===== config.mk =====
export PLATFORM = sky130hd
export DESIGN_NAME = run_detect_param
export DESIGN_NICKNAME = d
export VERILOG_FILES = /design/src/rtl/run_detect_param.sv
export SDC_FILE = /design/constraint.sdc
export NUM_CORES = 1
export LEC_CHECK = 0
export CAP_MARGIN = 20
export CORE_ASPECT_RATIO = 1.25
export CORE_MARGIN = 2
export CORE_UTILIZATION = 46
export CTS_CLUSTER_SIZE = 10
export DETAILED_ROUTE_END_ITERATION = 7
export PLACE_DENSITY = 0.88
export SLEW_MARGIN = 20
export SYNTH_ARGS = -nofsm -noshare
export SYNTH_HDL_FRONTEND = slang
export SYNTH_SLANG_ARGS = --single-unit

===== constraint.sdc =====
create_clock -name i_clk -period 2.7 [get_ports i_clk]
set_clock_uncertainty 0.15 [all_clocks]
set_input_delay 0.27 -clock i_clk [delete_from_list [all_inputs] [get_ports i_clk]]
set_output_delay 0.27 -clock i_clk [all_outputs]
set_load 0.02 [all_outputs]

===== src/rtl/run_detect_param.sv =====
// Run-length detector: flags when the last RUN_LEN qualified samples of i_w agree
// in a polarity enabled by i_mode, and keeps a saturating count of new detections.
//
// state   | meaning
// IDLE    | valid=0, no bit sampled since reset/clear
// RUN(k)  | valid=1, run_cnt=k equal samples of last_bit, k saturates at RUN_LEN
module run_detect_param #(
    parameter int RUN_LEN = 4,
    parameter int DCNT_W  = 8,
    localparam int CNT_W  = $clog2(RUN_LEN + 1)
) (
    input  logic              i_clk,
    input  logic              i_reset_n,
    input  logic              i_en,
    input  logic              i_clr,
    input  logic              i_w,
    input  logic [1:0]        i_mode,
    output logic              o_match,
    output logic              o_match_val,
    output logic              o_det_pulse,
    output logic [CNT_W-1:0]  o_run_cnt,
    output logic [DCNT_W-1:0] o_det_cnt
);

    localparam logic [CNT_W-1:0]  RUN_MAX = CNT_W'(RUN_LEN);
    localparam logic [DCNT_W-1:0] DET_MAX = {DCNT_W{1'b1}};

    logic              valid;
    logic              last_bit;
    logic [CNT_W-1:0]  run_cnt;
    logic [DCNT_W-1:0] det_cnt;
    logic              det_pulse;

    logic              new_run;
    logic              nxt_bit;
    logic [CNT_W-1:0]  nxt_cnt;
    logic              pol_ok;
    logic              nxt_pol_ok;
    logic              det_evt;

    always_comb begin
        new_run    = ~valid | (i_w != last_bit);
        nxt_bit    = new_run ? i_w : last_bit;
        if (new_run)
            nxt_cnt = CNT_W'(1);
        else if (run_cnt == RUN_MAX)
            nxt_cnt = RUN_MAX;
        else
            nxt_cnt = run_cnt + CNT_W'(1);
        pol_ok     = (~last_bit & i_mode[0]) | (last_bit & i_mode[1]);
        nxt_pol_ok = (~nxt_bit & i_mode[0]) | (nxt_bit & i_mode[1]);
        // Only the step that first reaches RUN_LEN counts; saturated runs stay silent.
        det_evt    = (nxt_cnt == RUN_MAX) & (run_cnt != RUN_MAX) & nxt_pol_ok;
    end

    always_ff @(posedge i_clk or negedge i_reset_n) begin
        if (!i_reset_n) begin
            valid     <= 1'b0;
            last_bit  <= 1'b0;
            run_cnt   <= '0;
            det_cnt   <= '0;
            det_pulse <= 1'b0;
        end else if (i_clr) begin
            valid     <= 1'b0;
            last_bit  <= 1'b0;
            run_cnt   <= '0;
            det_cnt   <= '0;
            det_pulse <= 1'b0;
        end else if (i_en) begin
            valid     <= 1'b1;
            last_bit  <= nxt_bit;
            run_cnt   <= nxt_cnt;
            det_pulse <= det_evt;
            if (det_evt && (det_cnt != DET_MAX))
                det_cnt <= det_cnt + DCNT_W'(1);
        end else begin
            det_pulse <= 1'b0;
        end
    end

    // Match follows i_mode combinationally so a mode change needs no clock.
    assign o_match     = valid & (run_cnt == RUN_MAX) & pol_ok;
    assign o_match_val = last_bit;
    assign o_det_pulse = det_pulse;
    assign o_run_cnt   = run_cnt;
    assign o_det_cnt   = det_cnt;

endmodule

### Yosys cells after proc, flatten, opt, wreduce, memory -nomap -nowiden

Index checks and enable logic that the tools add are counted.
Widths: inputs -> output; s select.

| word-level totals | value |
|---|---|
| memories kept | 0 |
| register bits | 14 |
| bits in writable memories | 0 |
| output and inout port bits | 14 |
| ROM bits | 0 |
| word-level logic and storage cells | 44 |
| latch bits | 0 |

| cells by class | value |
|---|---|
| multiply operators | 0 |
| magnitude comparators | 0 |
| div/mod/pow operators | 0 |
| multiplexer cells | 14 |
| reductions and logical operators | 4 |
| equality and inequality tests | 5 |
| shift-type cells | 0 |
| add/subtract/negate cells | 2 |
| bitwise operators | 14 |

Operators by type and width:

| cell | count |
|---|---|
| $mux 8 | 3 |
| $mux 3 | 4 |
| $add 8x1->8 const B | 1 |
| $and 1x1->1 | 8 |
| $ne 8x8->1 const B | 1 |
| $mux 1 | 7 |
| $eq 3x3->1 const B | 2 |
| $reduce_bool 2->1 | 2 |
| $add 3x1->3 const B | 1 |
| $ne 3x3->1 const B | 1 |
| $not 1->1 | 3 |
| $or 1x1->1 | 3 |
| $reduce_and 2->1 | 1 |
| $logic_and 1x1->1 | 1 |
| $ne 1x1->1 | 1 |

### Logic depth before layout (Yosys ltp)

Gate-level depths: netlist (run 1).

| logic depth | value |
|---|---|
| depth in word-level cells | 11 |
| mapped depth | 8 |
| gate-level depth less buffers | 7 |

### Least setup slack after synthesis (run 1)

OpenSTA, ideal clock, no wires.

| timing path | value |
|---|---|
| path type | register to register |
| from | register run_cnt[0] (netlist: o_run_cnt[0]) |
| to | register det_cnt[3] (netlist: o_det_cnt[3]) |
| slack | 586 ps |
| period minus slack after synthesis | 2,114 ps |
| setup time | 77 ps |
| path buffers | 1 |
| cell stages (with the launch flop) | 8 |
| required time | 2,473 ps |
| arrival time | 1,886 ps |
| path through | dfrtp_1 > inv_1 > ha_1 > nand4b_1 > nand4bb_4 > buf_6 > or3_1 > a21oi_1 |

| between the ends | value |
|---|---|
| longest elaborated chain between the ends | 9 |
| elaborated cells on any way between the ends | 11 |
| classes of those cells | add/sub (1); eq/ne (3); mux (2); bitwise (2); reduce/logical (3) |

RTL lines:

| element | line | source |
|---|---|---|
| start, declared | 30 | `logic [CNT_W-1:0] run_cnt;` |
| start signal, assigned | 72 | `run_cnt <= nxt_cnt;` |
| $add 3x1->3 / $eq 3x3->1 (equally long branches) | 49, 46 |  |
| $mux 3 | 46 | `else if (run_cnt == RUN_MAX)` |
| $mux 3 | 44 | `if (new_run)` |
| $eq 3x3->1 | 53 | `det_evt = (nxt_cnt == RUN_MAX) & (run_cnt != RUN_MAX) & nxt_pol_ok;` |
| $and 1x1->1 (*) (2 in series) | 53 |  |
| $logic_and 1x1->1 (*) | 74 | `if (det_evt && (det_cnt != DET_MAX))` |
| $reduce_bool 2->1 (no line) (*) | -- |  |
| $reduce_and 2->1 (no line) (*) | -- |  |
| end signal, assigned | 75 | `det_cnt <= det_cnt + DCNT_W'(1);` |
| end, declared | 31 | `logic [DCNT_W-1:0] det_cnt;` |

Mark *: on every way between the ends. The rest lies on a longest branch, timed or not.
A chain may end at the register's enable or synchronous reset.

### Worst setup path after layout (run 1)

| timing path | value |
|---|---|
| from | register run_cnt[0] (netlist: o_run_cnt[0]) |
| to | output port o_match |

| between the ends | value |
|---|---|
| longest elaborated chain between the ends | 3 |

RTL lines:

| element | line | source |
|---|---|---|
| $eq 3x3->1 | 82 | `assign o_match = valid & (run_cnt == RUN_MAX) & pol_ok;` |
| $and 1x1->1 (2 in series) | 82 |  |
| end, declared | 18 | `output logic o_match,` |

Every way passes these cells.

==> out/qor.txt, run 1 <==
Port-buffer cells: 20
RSZ-0062 raised after global routing: false
post-CTS resize count: 0
CTS tree: yes
largest net degree at the start of global routing: 15
GRT Overall Usage: 20.2%
relative slew slack: 58.2%
Ant. Diodes: 0
CP cell instances: inv_1, ha_1, nand2_1, nor3b_1, clkdlybuf4s50_1
Vias/cell: 5.70
CP Buf/Inv Count: 2
Mean Syn Cell Area: 10.0 um2
slowest cell on the critical path: clkdlybuf4s50_1
Nets: 111
post-synth cell types: 28
Worst path top cell family by delay: buffers and inverters
Core Box Area: 1580 um2
Total Power: 379 uW
Max Slew Vio Count: 0
TNS Setup: 0 ps
Die Ht: 50.1 um
Peak VDD IR: 0.290 mV
Arrival @ worst endpoint: 1920 ps
CP max stage delay: 640 ps
static leakage: 0.000406 uW
initial drt markers: 9
Hold Crit Class: primary input to asynchronous set/reset pin
CTS max path bufs: 2
Max Fanout on Critical Path: 5
Worst Setup Start Kind: register
mapped cell area: 782 um2
DIE AREA: 2050 um2
fin crit period: 2340 ps
DR WL/cell: 13.9 um
initial antenna violation count: 0
FMAX: 427 MHz
worst-margin pin slew: 624 ps
Hold Violations, Final: 0
CP required: 2280 ps
CP Capture Type: output pin
vias in the first global route: 677
PD cells: 374 nW/um2
Initial DRT Pass Iterations: 4
global route total overflow: 0
fin crit share: 86.7%
final instance area: 1010 um2
gpl congestion: 0.756
Starting Density: 49.4%
Final setup viols: 0
Die Width: 40.9 um
Ports: 21
Area Overhead vs Synth: 29.4%
via count: 667
Syn Nets: 88
Max-cap violations: 0
Post-CTS Hold Fix Bufs: 0
first-pass GRT wire length: 2820 um
Placement Cell Area: 990 um2
Antenna Nets Post-Route: 0
H-tree depth: 1
critical path type: register to output pin
register area share after synthesis: 44.8%
YS warnings: 0
Yosys reg bits: 14
layout cell share with drive strength beyond 1: 5.05%
DRC viols: 0
TritonCTS Buffers: 3
num rows: 16
clock root buffer: clkbuf_4
most frequent cells in the layout: clkdlybuf4s50_1 (20), dfrtp_1 (14), nor2_1 (10), a21oi_1 (7)
DP HPWL: 1270 um
cells after synthesis: 78
CTS sink cnt: 14
commonest non-fill, non-tap cell in the layout: clkdlybuf4s50_1
setup bufs post-CTS: 0
Reg clk slew, reported paths: 80 ps
outcome: complete, no violations
Clock Latency Late Sink: 280 ps
Routed WL: 1620 um
state kept, by name, indices dropped and copies added (netlist names):
register,count
o_det_pulse,1
o_det_cnt,8
o_run_cnt,3
valid,1
o_match_val,1
synth_stat cells:
library cell / n / area share, %
dfrtp_1: 14 / 45
nor2_1: 10 / 4.8
a21oi_1: 7 / 4.5
inv_1: 4 / 1.9
nand2_1: 4 / 1.9
o31ai_1: 4 / 3.8
or4_1: 4 / 3.8
ha_1: 3 / 4.8
mux2i_1: 3 / 3.8
nand3_1: 3 / 1.9
and3_1: 2 / 1.6
nor2b_1: 2 / 1.6
o21ai_1: 2 / 1.3
or3_1: 2 / 1.6
a211oi_1: 1 / 0.96
a21o_1: 1 / 0.96
a21oi_4: 1 / 2.1
a2bb2oi_1: 1 / 1.1
buf_6: 1 / 1.4
clkbuf_1: 1 / 0.48
mux2_1: 1 / 1.4
nand4_1: 1 / 0.80
nand4b_1: 1 / 1.1
nand4bb_4: 1 / 3.5
nor3_1: 1 / 0.64
nor3b_1: 1 / 0.96
xnor2_1: 1 / 1.1
xor2_1: 1 / 1.1
per-stage QoR:
stage | std cells | worst slack (ps) | utilization, % | hold slack, ps
3_5_place_dp | 114 | 304 | 62.6 | 405
4_1_cts | 117 | 341 | 64.0 | 241
5_1_grt | 117 | 290 | 64.0 | 271
3_3_place_gp | 114 | 400 | 62.6 | 370
2_1_floorplan | 78 | 586 | - | -176
6_report | 117 | 360 | 64.0 | 219
path summary, 6_finish.rpt:
kind / startpoint / end / slack, ps / cells past startpoint
min reg2reg: valid$_DFFE_PN0P_ / valid$_DFFE_PN0P_ / 410 / 2
max in group asynchronous: i_reset_n / o_run_cnt[1]$_DFFE_PN0P_ / 1780 / 1
min in group i_clk: valid$_DFFE_PN0P_ / valid$_DFFE_PN0P_ / 410 / 2
min: i_reset_n / o_det_cnt[4]$_DFFE_PN0P_ / 220 / 1
max: o_run_cnt[0]$_DFFE_PN0P_ / o_match / 360 / 5
max reg2reg: o_run_cnt[0]$_DFFE_PN0P_ / o_det_cnt[5]$_DFFE_PN0P_ / 460 / 6
where the power goes:
group          total (uW)  switching, uW  internal (uW)
clock network         119           66.9           51.9
logic                43.2           22.3           21.0
registers             217           3.86            213
total                 379           93.0            286
cell type report:
type                    instances  area, um2
multi-input cells              58        402
well taps                      18       22.5
repair buffers                 20        200
clock buffers                   3       22.5
flip-flops and latches         14        350
inverters                       4       15.0
fillers                       129        569
layer usage:
| metal | GRT usage (%) | part of all wire [%] | vias up |
|---|---|---|---|
| met4 | 13.3 | 3.3 | 0 |
| met1 | 23.9 | 41 | 318 |
| met5 | 0 | 0 | - |
| met3 | 2.70 | 3.0 | 5 |
| met2 | 31.8 | 53 | 15 |
| li1 | - | - | 329 |
kinds of logic (layout without fill, tap and decap cells):
group                      count (synthesis)  in the layout  share of synthesized area, %
and+or+nand+nor                           32             32                          24.3
adders and majority gates                  3              3                          4.80
xor gates and xnor gates                   2              2                          2.24
AOI/OAI and AO/OA                         17             17                          14.7
buffers and inverters                      6             27                          3.84
DFF                                       14             14                          44.8
muxes                                      4              4                          5.28
No activity file was read; power rests on OpenSTA's default activity.
==> run 2: changes to the inputs <==
--- a/config.mk
+++ b/config.mk
@@ -12,7 +12,6 @@
 export CTS_CLUSTER_SIZE = 10
 export DETAILED_ROUTE_END_ITERATION = 7
 export PLACE_DENSITY = 0.88
-export SLEW_MARGIN = 20
 export SYNTH_ARGS = -nofsm -noshare
 export SYNTH_HDL_FRONTEND = slang
 export SYNTH_SLANG_ARGS = --single-unit
==> results of run 2 <==
Final layout, timing and power as in run 1 (identical DEF).
==> run 3: changes to the inputs <==
--- a/config.mk
+++ b/config.mk
@@ -9,6 +9,7 @@
 export CORE_ASPECT_RATIO = 1.25
 export CORE_MARGIN = 2
 export CORE_UTILIZATION = 46
+export CTS_BUF_LIST = sky130_fd_sc_hd__clkbuf_16
 export CTS_CLUSTER_SIZE = 10
 export DETAILED_ROUTE_END_ITERATION = 7
 export PLACE_DENSITY = 0.88
==> out/qor.txt, run 3 (synthesis gave the netlist of run 1 again) <==
DP HPWL: 1270 um (unchanged)
CTS sink cnt: 14 (unchanged)
initial drt markers: 14 (+5)
RR Startpoint: o_run_cnt[0]$_DFFE_PN0P_
setup bufs post-CTS: 0 (unchanged)
relative slew slack: 57.8% (-0.44 points)
global route total overflow: 0 (unchanged)
Vias/cell: 6.14 (+7.6%)
fin crit share: 86.6% (about the same)
post-CTS resize count: 0 (unchanged)
Nets: 111 (unchanged)
Die Ht: 50.1 um (unchanged)
Port-buffer cells: 20 (unchanged)
Reg clk slew, reported paths: 50 ps (-30 ps)
GRT Overall Usage: 23.1% (+2.9 points)
Post-CTS Hold Fix Bufs: 0 (unchanged)
static leakage: 0.000429 uW (+5.7%)
initial antenna violation count: 0 (unchanged)
Ports: 21 (unchanged)
CP Capture Type: register
FMAX: 428 MHz (about the same)
CTS max path bufs: 2 (unchanged)
CTS tree: yes
TNS Setup: 0 ps (unchanged)
PD cells: 507 nW/um2 (+36%)
R2R Setup Slk: 360 ps (-100 ps)
dpl ws: 304 ps (unchanged)
Arrival @ worst endpoint: 2340 ps (+420 ps)
Die Width: 40.9 um (unchanged)
fin crit period: 2340 ps (-1.37 ps)
Worst Setup Start Kind: register
final worst setup slack: 361 ps (+1.38 ps)
commonest non-fill, non-tap cell in the layout: clkdlybuf4s50_1
num rows: 16 (unchanged)
H-tree depth: 1 (unchanged)
Max Fanout on Critical Path: 14 (+9)
DIE AREA: 2050 um2 (unchanged)
Routed WL: 1890 um (+16%)
clock root buffer: clkbuf_16
largest net degree at the start of global routing: 15 (unchanged)
worst-margin pin slew: 631 ps (+6.52 ps)
Max Slew Vio Count: 0 (unchanged)
Ant. Diodes: 0 (unchanged)
most frequent cells in the layout: clkdlybuf4s50_1 (20), dfrtp_1 (14), nor2_1 (10), a21oi_1 (7)
Starting Density: 49.4% (unchanged)
Initial DRT Pass Iterations: 4 (unchanged)
Core Box Area: 1580 um2 (unchanged)
critical path type: register to register
Util after Layout: 67.3% (+3.3 points)
gpl congestion: 0.756 (unchanged)
layout cell share with drive strength beyond 1: 5.05% (unchanged)
RSZ-0062 raised after global routing: false
Final setup viols: 0 (unchanged)
vias in the first global route: 759 (+12%)
Hold Worst Slack: 272 ps (+53.7 ps)
Hold Crit Class: primary input to asynchronous set/reset pin
FF-to-FF path depth: 6 (unchanged)
max FFs per register: 8 (unchanged)
Hold Violations, Final: 0 (unchanged)
outcome: complete, no violations
TritonCTS Buffers: 3 (unchanged)
Placement Cell Area: 990 um2 (unchanged)
via count: 718 (+7.6%)
Antenna Nets Post-Route: 0 (unchanged)
final instance area: 1060 um2 (+5.2%)
first-pass GRT wire length: 3230 um (+15%)
Area Overhead vs Synth: 36.2%
Clock Latency Late Sink: 240 ps (-40 ps)
Max-cap violations: 0 (unchanged)
DRC viols: 0 (unchanged)
CP required: 2710 ps (+430 ps)
RR Endpoint: o_det_cnt[5]$_DFFE_PN0P_
Peak VDD IR: 0.345 mV (+19%)
DR WL/cell: 16.1 um (+16%)
==> run 3: cell types whose count changed in the layout (fill, tap and decap cells not counted) <==
cell       delta
clkbuf_16     +3
clkbuf_4      -3
==> run 3: final cells by class <==
type                            instances  area, um2
Fill cell                             115        517
Multi-Input combinational cell         58        402
Sequential cell                        14        350
Timing Repair Buffer                   20        200
Clock buffer                            3       75.1
Tap cell                               18       22.5
Inverter                                4       15.0
==> run 3: worst max-delay path by stage <==
stage,end,depth (start not counted),startpoint
CTS,o_match,5,o_run_cnt[0]$_DFFE_PN0P_
finish,o_det_cnt[5]$_DFFE_PN0P_,6,o_run_cnt[0]$_DFFE_PN0P_
global placement,o_det_cnt[5]$_DFFE_PN0P_,6,i_w
detailed placement,o_det_cnt[7]$_DFFE_PN0P_,6,i_w
global route,o_det_cnt[5]$_DFFE_PN0P_,6,o_run_cnt[0]$_DFFE_PN0P_
floorplan,o_det_cnt[3]$_DFFE_PN0P_,7,o_run_cnt[0]$_DFFE_PN0P_
==> run 3: report_power, final <==
group          internal, uW  switching, uW
Combinational          21.1           23.9
Clock                   194           83.3
Sequential              214           4.38
==> run 3: per-stage QoR <==
stage,cells,power [uW]
final,117,540
after global routing,117,557
after CTS,117,542
after detailed placement,114,264
after global placement,114,262
after floorplan,78,240
==> run 3: worst max-delay path, stage by stage, from the launching register on <==
cell	delay, ps
dfrtp_1	420
inv_1	80
ha_1	310
nand4b_1	210
nand4bb_4	370
or4_1	530
a21oi_1	180
==> run 3: routing by layer <==
| layer | vias up | track usage (%) | routed length, um |
|---|---|---|---|
| li1 | 332 | - | - |
| met1 | 348 | 27.9 | 742 |
| met2 | 26 | 34.1 | 991 |
| met3 | 12 | 5.41 | 68 |
| met4 | 0 | 16.1 | 85 |
| met5 | - | 0 | 0 |
==> variant (settings of run 2) <==
The parameter `DCNT_W` goes from 8 to 7.
--- a/src/rtl/run_detect_param.sv
+++ b/src/rtl/run_detect_param.sv
@@ -7,5 +7,5 @@
 module run_detect_param #(
     parameter int RUN_LEN = 4,
-    parameter int DCNT_W  = 8,
+    parameter int DCNT_W  = 7,
     localparam int CNT_W  = $clog2(RUN_LEN + 1)
 ) (
Ports: changed (resized o_det_cnt); port bits go from 21 to 20. No check against the original RTL was run, so the function may have changed too.
==> variant against run 2 <==
- non-clock buffer count unchanged
- total power is 2.4% lower
- global-route usage shrank 1.1 points
- worst setup slack better by 0.033 ns
- sequential cell count is 1 lower
- largest cell class unchanged
- sequential power down 6%
- design area shrank 0.99%
- wire length is 0.31% lower
- synthesized area is 1.3% lower
==> variant: results (changes against run 2) <==
status=finished clean (unchanged); Placed Area=976 um2 (was 990 um2); TritonCTS Buffers=3 (unchanged); register area share after synthesis=0.421 (was 0.448); Sequential cell area=325 um2 (was 350 um2); FF-to-FF setup slack=0.39 ns (was 0.46 ns); multi-input gates=61 (was 58); Synth warnings=0 (unchanged); multi-input logic area=423 um2 (was 402 um2); H-Tree Depth=1 (unchanged); first-pass GRT wire length=2.65 mm (was 2.82 mm); dominant cells by area after synthesis=dfrtp_1 (42%), mux2i_1 (6.5%), nor2_1 (6.3%) (was dfrtp_1 (45%), ha_1 (4.8%), nor2_1 (4.8%)); slew margin rel.=0.596 (was 0.582); Peak VDD IR=0.000344 V (was 0.000290 V); clk_buf instances=4 (was 3); Distinct cells, synth=29 (was 28); most instantiated cells after synthesis=dfrtp_1 (13), nor2_1 (13), mux2i_1 (5) (was dfrtp_1 (14), nor2_1 (10), a21oi_1 (7)); slowest CP cell=dfrtp_1 (was clkdlybuf4s50_1); crit-path max FO=6 (was 5); max reg flops=7 (was 8); fillers=147 (was 129); syn_nets=90 (was 88); inverters=2 (was 4); hpwl dp=1.23 mm (was 1.27 mm); initial DRC count=7 (was 9); vias in the first global route=643 (was 677); largest net degree at the start of global routing=19 (was 15); drt wl/cell=13.7 um (was 13.9 um); insertion delay of the later-clocked pin in the worst-skew pair=0.28 ns (about the same); buffer share of cell area=0.197 (was 0.198); ys flop type=dfrtp_1 (unchanged); share of layout cells above drive strength 1=0.0900 (was 0.0505); number of antenna diodes=0 (unchanged); Clock Tree Root=clkbuf_4 (unchanged); GRT Overall Usage=0.191 (was 0.202); ClkCell Share=0.0262 (was 0.0222); Detailed Route WL=1.62 mm (about the same); Power Dens Cells=368 nW/um2 (was 374 nW/um2); nonclk buf count=20 (unchanged); Syn Inst Count=80 (was 78); Cells after DPL=114 (unchanged); Gates resized, CTS repair=0 (unchanged); Clock transition at path regs=0.07 ns; Avg Vias per Cell=5.58 (was 5.70); crit-path max cell delay=0.43 ns (was 0.64 ns); delay-heaviest family, CP=simple AND/OR/NAND/NOR gates (was buffers and inverters); synthesized flop and latch total=13 (was 14); Critical Path AT=2.32 ns (was 1.92 ns); Port Buf Inserts=19 (was 20); GPL Wtd Cong=0.755 (was 0.756); clk buf depth=2 (unchanged); Leakage=0.402 nW (was 0.406 nW)
[variant: logic make-up after synthesis]
| group | Yosys count | share of synthesized area |
|---|---|---|
| compound gates | 13 | 0.125 |
| xor+xnor | 1 | 0.0211 |
| fa+ha+maj | 3 | 0.0486 |
| buf+inv | 6 | 0.0308 |
| flops | 13 | 0.421 |
| mux | 8 | 0.109 |
| simple gates | 36 | 0.245 |
[variant: final timing paths]
path	start	endpoint	cells past startpoint
max in group asynchronous	i_reset_n	o_det_pulse$_DFF_PN0_	1
min	i_reset_n	o_det_cnt[0]$_DFFE_PN0P_	1
min reg2reg	o_det_cnt[4]$_DFFE_PN0P_	o_det_cnt[4]$_DFFE_PN0P_	1
max reg2reg	o_run_cnt[0]$_DFFE_PN0P_	o_det_cnt[0]$_DFFE_PN0P_	6
min in group i_clk	o_det_cnt[4]$_DFFE_PN0P_	o_det_cnt[4]$_DFFE_PN0P_	1
max	o_run_cnt[0]$_DFFE_PN0P_	o_det_cnt[0]$_DFFE_PN0P_	6
[variant: report_power, final]
part	total, W	internal (W)	switching, W
sequential	0.000203	0.000198	0.00000516
clock	0.000118	0.0000574	0.0000611
combinational	0.0000480	0.0000230	0.0000249
total	0.000369	0.000278	0.0000912
[variant: through the flow]
stage	hold slack, ns	setup WS (ns)	total power [W]
finish	0.220	0.393	0.000369
global route	0.245	0.282	0.000389
CTS	0.233	0.379	0.000374
detailed placement	0.359	0.336	0.000255
global placement	0.356	0.425	0.000253
floorplan	-0.176	0.466	0.000231
[variant: metal layers]
layer | vias up | wire length (um) | track usage | part of all wire
li1 | 334 | - | - | -
met1 | 302 | 669 | 0.211 | 0.41
met2 | 21 | 834 | 0.328 | 0.52
met3 | 2 | 91 | 0.0405 | 0.056
met4 | 0 | 23 | 0.0833 | 0.014
met5 | - | 0 | 0 | 0
